`src/rtl/sync_fifo.sv`:
```
// sync_fifo: single-clock FIFO with registered occupancy/status flags,
// sticky overflow/underflow, and a selectable standard or
// first-word-fall-through read port.
module sync_fifo #(
  parameter int DATA_WIDTH = 8,
  parameter int FIFO_DEPTH = 16,
  parameter int FWFT       = 0,
  localparam int ADDR_WIDTH = $clog2(FIFO_DEPTH)
) (
  input  logic                  clk,
  input  logic                  rst,
  input  logic                  wr_en,
  input  logic [DATA_WIDTH-1:0] wr_data,
  input  logic                  rd_en,
  output logic [DATA_WIDTH-1:0] rd_data,
  output logic                  rd_valid,
  input  logic [ADDR_WIDTH:0]   afull_thresh,
  input  logic [ADDR_WIDTH:0]   aempty_thresh,
  input  logic                  flag_clr,
  output logic                  full,
  output logic                  empty,
  output logic                  afull,
  output logic                  aempty,
  output logic [ADDR_WIDTH:0]   level,
  output logic                  overflow,
  output logic                  underflow
);

  localparam logic [ADDR_WIDTH:0] DEPTH_LVL = FIFO_DEPTH[ADDR_WIDTH:0];

  logic [DATA_WIDTH-1:0] r_mem [FIFO_DEPTH];

  logic [ADDR_WIDTH:0] r_wr_ptr;
  logic [ADDR_WIDTH:0] r_rd_ptr;
  logic [ADDR_WIDTH:0] r_level;
  logic                r_full;
  logic                r_empty;
  logic                r_afull;
  logic                r_aempty;
  logic                r_overflow;
  logic                r_underflow;

  logic                w_wr_acc;
  logic                w_rd_acc;
  logic [ADDR_WIDTH:0] w_wr_ptr_nxt;
  logic [ADDR_WIDTH:0] w_rd_ptr_nxt;
  logic [ADDR_WIDTH:0] w_level_nxt;

  // Full blocks writes and empty blocks reads, which also gives the
  // read-wins-when-full / write-wins-when-empty behaviour for free.
  assign w_wr_acc     = wr_en & ~r_full;
  assign w_rd_acc     = rd_en & ~r_empty;
  assign w_wr_ptr_nxt = r_wr_ptr + {{ADDR_WIDTH{1'b0}}, w_wr_acc};
  assign w_rd_ptr_nxt = r_rd_ptr + {{ADDR_WIDTH{1'b0}}, w_rd_acc};
  assign w_level_nxt  = w_wr_ptr_nxt - w_rd_ptr_nxt;

  // Storage array; deliberately not reset.
  always_ff @(posedge clk) begin
    if (w_wr_acc && !rst) begin
      r_mem[r_wr_ptr[ADDR_WIDTH-1:0]] <= wr_data;
    end
  end

  // Pointers, level and status flags, all derived from the next-state level.
  always_ff @(posedge clk or posedge rst) begin
    if (rst) begin
      r_wr_ptr <= '0;
      r_rd_ptr <= '0;
      r_level  <= '0;
      r_full   <= 1'b0;
      r_empty  <= 1'b1;
      r_afull  <= 1'b0;
      r_aempty <= 1'b1;
    end else begin
      r_wr_ptr <= w_wr_ptr_nxt;
      r_rd_ptr <= w_rd_ptr_nxt;
      r_level  <= w_level_nxt;
      r_full   <= (w_level_nxt == DEPTH_LVL);
      r_empty  <= (w_level_nxt == '0);
      r_afull  <= (w_level_nxt >= afull_thresh);
      r_aempty <= (w_level_nxt <= aempty_thresh);
    end
  end

  // Sticky error flags; a new error in the clearing cycle takes priority.
  always_ff @(posedge clk or posedge rst) begin
    if (rst) begin
      r_overflow  <= 1'b0;
      r_underflow <= 1'b0;
    end else begin
      if (wr_en && r_full) begin
        r_overflow <= 1'b1;
      end else if (flag_clr) begin
        r_overflow <= 1'b0;
      end
      if (rd_en && r_empty) begin
        r_underflow <= 1'b1;
      end else if (flag_clr) begin
        r_underflow <= 1'b0;
      end
    end
  end

  generate
    if (FWFT != 0) begin : g_fwft
      // Head word is always on the output; rd_en only advances the pointer.
      assign rd_data  = r_mem[r_rd_ptr[ADDR_WIDTH-1:0]];
      assign rd_valid = ~r_empty;
    end else begin : g_std
      logic [DATA_WIDTH-1:0] r_rd_data;
      logic                  r_rd_valid;

      // Registered read: data loads on the accepting edge, valid pulses one cycle.
      always_ff @(posedge clk or posedge rst) begin
        if (rst) begin
          r_rd_data  <= '0;
          r_rd_valid <= 1'b0;
        end else begin
          r_rd_valid <= w_rd_acc;
          if (w_rd_acc) begin
            r_rd_data <= r_mem[r_rd_ptr[ADDR_WIDTH-1:0]];
          end
        end
      end

      assign rd_data  = r_rd_data;
      assign rd_valid = r_rd_valid;
    end
  endgenerate

  assign full      = r_full;
  assign empty     = r_empty;
  assign afull     = r_afull;
  assign aempty    = r_aempty;
  assign level     = r_level;
  assign overflow  = r_overflow;
  assign underflow = r_underflow;

endmodule

```
`config.mk`:
```
export PLATFORM = sky130hd
export DESIGN_NAME = sync_fifo
export DESIGN_NICKNAME = d
export VERILOG_FILES = /design/src/rtl/sync_fifo.sv
export SDC_FILE = /design/constraint.sdc
export NUM_CORES = 1
export LEC_CHECK = 0
export BUFFER_PORTS_ARGS = -buffer_cell sky130_fd_sc_hd__buf_2
export CAP_MARGIN = 20
export CORE_ASPECT_RATIO = 1.2
export CORE_MARGIN = 2
export CORE_UTILIZATION = 54
export DETAILED_ROUTE_END_ITERATION = 8
export MAX_ROUTING_LAYER = met4
export PLACE_DENSITY = 0.77
export RECOVER_POWER = 25
export SLEW_MARGIN = 20
export SYNTH_ARGS = -nofsm -noshare
export SYNTH_HDL_FRONTEND = slang
export SYNTH_SLANG_ARGS = --single-unit
```
`constraint.sdc`:
```
create_clock -name clk -period 9.9 [get_ports clk]
set_input_delay 0 -clock clk [delete_from_list [all_inputs] [get_ports clk]]
set_output_delay 0 -clock clk [all_outputs]
set_load 0.02 [all_outputs]
```
# Word level (Yosys, flattened, before mapping)
# Memory sizes are Yosys's and may differ from the RTL's. A register that Yosys moved wholly into a read port is not among the register bits.
# Index checks and enable logic that the tools add are counted.
# W data, S select, Z words.
[totals]
register_bits = 22
out_inout_bits = 20
memories = 1
inputBits = 23
romBits = 0
mem_bits_rw = 128
latch_bits = 0
word_cells = 33
[mem_list]
columns = ["name", "words", "word_bits", "rd", "rd_ports_with_merged_regs", "write_ports", "line_no", "source"]
rows = [
  ["r_mem", 16, 8, 1, 1, 1, "31", "logic [DATA_WIDTH-1:0] r_mem [FIFO_DEPTH];"],
]
[op_classes]
bitwise = 4
order_cmp = 2
n_mul = 0
n_mux = 5
div_mod_pow = 0
n_reduce_logical = 7
eq_ne = 1
n_shift = 0
addsub = 3
[op_table]
columns = ["op", "count"]
rows = [
  ["$add A5 B1 Y5", 2],
  ["$eq A5 B5 Y1 const B", 1],
  ["$ge A5 B5 Y1", 1],
  ["$le A5 B5 Y1", 1],
  ["$logic_not A5 Y1", 1],
  ["$mux W1", 5],
  ["$sub A5 B5 Y5", 1],
  ["$reduce_bool A2 Y1", 2],
  ["$logic_and A1 B1 Y1", 3],
  ["$and A1 B1 Y1", 2],
  ["$not A1 Y1", 2],
  ["$logic_not A1 Y1", 1],
]

# Longest topological paths before layout
[logic_depth]
ltp_word = 5
depth_mapped = 12
depth_no_buf = 12

# Least setup slack after synthesis
# No wires, ideal clock.
[synth_timing]
kind = "register to register"
start = "register r_empty (netlist: empty)"
end = "register r_aempty (netlist: aempty)"
path_stages_with_launch = 12
t_required_ns = 9.827
t_arrival_ns = 3.331
synth_period_minus_slack_ns = 3.404
slack_ns = 6.496
setup_ns = 0.073
n_path_buf = 1
path_cell_list = "dfstp_2 -> nor2b_1 -> clkbuf_1 -> ha_1 -> ha_1 -> fa_1 -> maj3_2 -> maj3_2 -> xor3_1 -> ha_1 -> a31oi_1 -> o2bb2ai_1"
[synth_between]
elab_chain_cells = 5
[synth_lines]
columns = ["item", "line_no", "source"]
rows = [
  ["from (decl)", "37", "logic r_empty;"],
  ["from (signal assigned)", "79", "r_empty <= (w_level_nxt == '0);"],
  ["$not A1 Y1", "52", "assign w_rd_acc = rd_en & ~r_empty;"],
  ["$and A1 B1 Y1", "52", ""],
  ["named net w_rd_acc", "44", "logic w_rd_acc;"],
  ["$add A5 B1 Y5", "54", "assign w_rd_ptr_nxt = r_rd_ptr + {{ADDR_WIDTH{1'b0}}, w_rd_acc};"],
  ["$sub A5 B5 Y5", "55", "assign w_level_nxt = w_wr_ptr_nxt - w_rd_ptr_nxt;"],
  ["named net w_level_nxt[4]", "47", "logic [ADDR_WIDTH:0] w_level_nxt;"],
  ["$le A5 B5 Y1", "81", "r_aempty <= (w_level_nxt <= aempty_thresh);"],
  ["to (signal assigned)", "81", ""],
  ["to (decl)", "39", "logic r_aempty;"],
]
# The timed path passes the listed nets, and every way through them passes these cells.
# A chain may end at the register's enable or synchronous reset.

# Final worst setup path
[layout_timing]
start = "register r_empty (netlist: empty)"
end = "register r_aempty (netlist: aempty)"
[layout_between]
elab_chain_cells = 5
[layout_lines]
columns = ["item", "line_no"]
rows = [
  ["$not A1 Y1", "52"],
  ["$and A1 B1 Y1", "52"],
  ["$add A5 B1 Y5", "54"],
  ["$sub A5 B5 Y5", "55"],
  ["named net w_level_nxt[4]", "47"],
  ["$le A5 B5 Y1", "81"],
]
# The timed path passes the listed nets, and every way through them passes these cells.

==> results.toml <==
[synth]
ys_seq_area_share_pct = 71.45
syn_inst = 320
ys.warnings.count = 0
muxShareOfSynthArea_pct = 15.40
async_flop_share_pct = 18.99
synth_area_per_cell_um2 = 20.11
synth_area_um2 = 6434
synth_compound_area_share_pct = 1.011
synth.distinct_cells = 41
synth_simple_gate_area_share_pct = 3.345
ys.flop_type = "edfxtp_1"
synth_top_family_by_area = "multiplexers"
synth.net_count = 359
synth_xor_area_share_pct = 2.684
ys_seq_elements = 158
synth_edf_count = 128
synth_fa_ha_area_share_pct = 3.928

[cts]
cts_resized = 0
clock-sinks = 158
clk_pin_slew_ps = 60
cts_htree_levels = 4
root_buffer = "clkbuf_16"
clk_path_buf_depth = 2
clk_latency_ps = 420
cts_made_buffers = 17
cts_tree = "done"

[floorplanning]
initial_core_util_pct = 55.62
io-pin-count = 43
die_w_um = 103.6
fp.dieH_um = 123.6
rows = 43
dieArea_um2 = 12810
core_um2 = 11570

[route]
wire_per_inst_um = 21.64
drt_iter0_drc = 240
firstDrtPassIters = 4
wirelength_mm = 12.10
viasPerCell = 5.741
route.detailed.drc = 0
ant_nets = 0
vias = 3209

[global_routing]
grt_pass1_vias = 3421
grt_first_pass_wirelength_mm = 19.21
grt_max_degree = 36
antenna_found_initial = 0
grt.total_usage_pct = 21.73
gr-total-overflow = 0

[sta]
rsz0062_at_grt = "no"
max_slew.worst_pin.slew_ps = 1728
min_period_over_period_pct = 38.84
fin_crit_ps = 3845
worst_slack_ps = 6055
skew_ps = 6.792
relSlewSlack_pct = -15.17
slew_viol_final = 33
timing.final.hold_violations = 0
fmax_ghz = 0.2601
setup_tns_ps = 0
setup_viol = 0
holdWs_ps = 27.69

[worst_setup_path]
worst_setup_path_end_kind = "flop"
crit_arrival_ps = 4190
critPathKind = "reg -> reg"
cp-start-kind = "flop"
cp.required_ps = 10240
critical_path.max_fanout = 10

[run_status]
status = "complete, but fails checks"
violations = "max-capacitance violations, max-slew violations"

[pwr]
pwr-share-clk_pct = 26.5
pwr-share-seq_pct = 36.8
p_sw_mw = 0.7691
p_sw_share_pct = 31.89
power_density_nw_per_um2 = 320.2
ir_drop_mv = 0.1501
p_leak_nw = 2.698
internal_power_mw = 1.643
combPwrFrac_pct = 36.7

[flow_run]
cap_violations = 1

[final_layout]
nets = 428
final_cell_mix = "128 x edfxtp_1, 40 x mux4_2, 38 x buf_2"
syn_to_final_growth_pct = 17.08
drive_gt1_share_pct = 32.84
antenna_cells = 0
final_common_cell = "edfxtp_1"

[placed_design]
pre_cts_ws_ps = 6014
gp_congestion = 0.8570
port_buffers = 42
dp_hpwl_mm = 7.780

[worst_hold_path]
worst_hold_path_type = "in -> reg"
## path summary, 6_finish.rpt
check,start,end,slack (ps),cells after the start
worst min-delay path,aempty_thresh[0],aempty$_DFF_PP1_,30,4
max in group asynchronous,rst,r_rd_ptr[0]$_DFF_PP0_,8040,4
min in group asynchronous,rst,rd_valid$_DFF_PP0_,730,4
worst max-delay path,empty$_DFF_PP1_,aempty$_DFF_PP1_,6060,10
worst max register to register,empty$_DFF_PP1_,aempty$_DFF_PP1_,6060,10
worst min register to register,r_rd_ptr[4]$_DFF_PP0_,r_rd_ptr[4]$_DFF_PP0_,500,1
## cell families (layout without fill, tap and decap cells)
| logic type | count (synthesis) | after routing |
|---|---|---|
| AO/OA/AOI/OAI | 10 | 10 |
| XOR/XNOR | 12 | 12 |
| adder cells (fa/ha/maj) | 20 | 20 |
| buffers and inverters | 31 | 113 |
| flip-flops | 158 | 158 |
| multiplexers | 48 | 48 |
| AND/OR/NAND/NOR | 41 | 41 |
## critical path, cell delays in order, from the launching register on
cell and delay (ps):
dfstp_2 370, nor2b_1 660, ha_1 380, ha_1 300, fa_1 450, maj3_2 340, maj3_2 310, xor3_1 270
ha_1 350, a31oi_1 200, o2bb2ai_1 140
## routing by layer
metal  vias to the layer above  part of all wire (%)  GRT usage, %
li1                       1393                     -             -
met1                      1660                    41         26.19
met2                       132                    51         35.51
met3                        24                   5.5         4.710
met4                         0                   2.0         10.98
met5                         -                     0             -
## sequential cells by signal, indices dropped and copies added (netlist names)
name and flops:
empty 1, rd_data 8, overflow 1, r_wr_ptr 5, afull 1, aempty 1, r_mem 128, level 5
full 1, rd_valid 1, underflow 1, r_rd_ptr 5
## cells in the mapped netlist, types with 4 or more instances
cell / instances / area (um2)
dfrtp_1: 28 / 700.7
mux4_2: 40 / 900.9
mux2_2: 8 / 90.09
xnor2_1: 5 / 43.79
nor2_1: 14 / 52.55
ha_1: 15 / 187.7
nand2b_1: 4 / 25.02
maj3_2: 4 / 45.04
nor3_1: 4 / 20.02
inv_1: 18 / 67.56
edfxtp_1: 128 / 3844
nand2_1: 6 / 22.52
## layout make-up
type | count | area [um2]
clock buffer | 18 | 429.2
clock inverter | 14 | 148.9
fill | 763 | 4035
inverter | 19 | 71.32
multi-input combinational | 131 | 1702
sequential | 158 | 4598
tap | 157 | 196.4
timing repair buffer | 62 | 386.6
## through the flow
| step | total power, mW | instances | util [%] | area (um2) |
|---|---|---|---|---|
| after floorplan | 1.585 | 320 | - | 6434 |
| after global placement | 1.766 | 513 | 58.98 | 6823 |
| after detailed placement | 1.791 | 513 | 58.98 | 6823 |
| after CTS | 2.437 | 559 | 65.19 | 7541 |
| after global routing | 2.548 | 559 | 65.12 | 7532 |
| final | 2.412 | 559 | 65.12 | 7532 |
## power groups by stage
stage | sequential [mW] | clock (mW) | combinational [mW]
after floorplan | 0.902 | 0 | 0.682
after global placement | 0.897 | 0 | 0.869
after detailed placement | 0.900 | 0 | 0.891
after CTS | 0.889 | 0.646 | 0.902
after global routing | 0.898 | 0.675 | 0.975
final | 0.887 | 0.640 | 0.885
## timing repair
action	4_1_cts	5_1_grt
endpoints found under the hold margin	162	0
setup buffers	0	0
hold buffers	14	0
setup endpoints to repair	0	0
(Power assumes the default switching activity.)
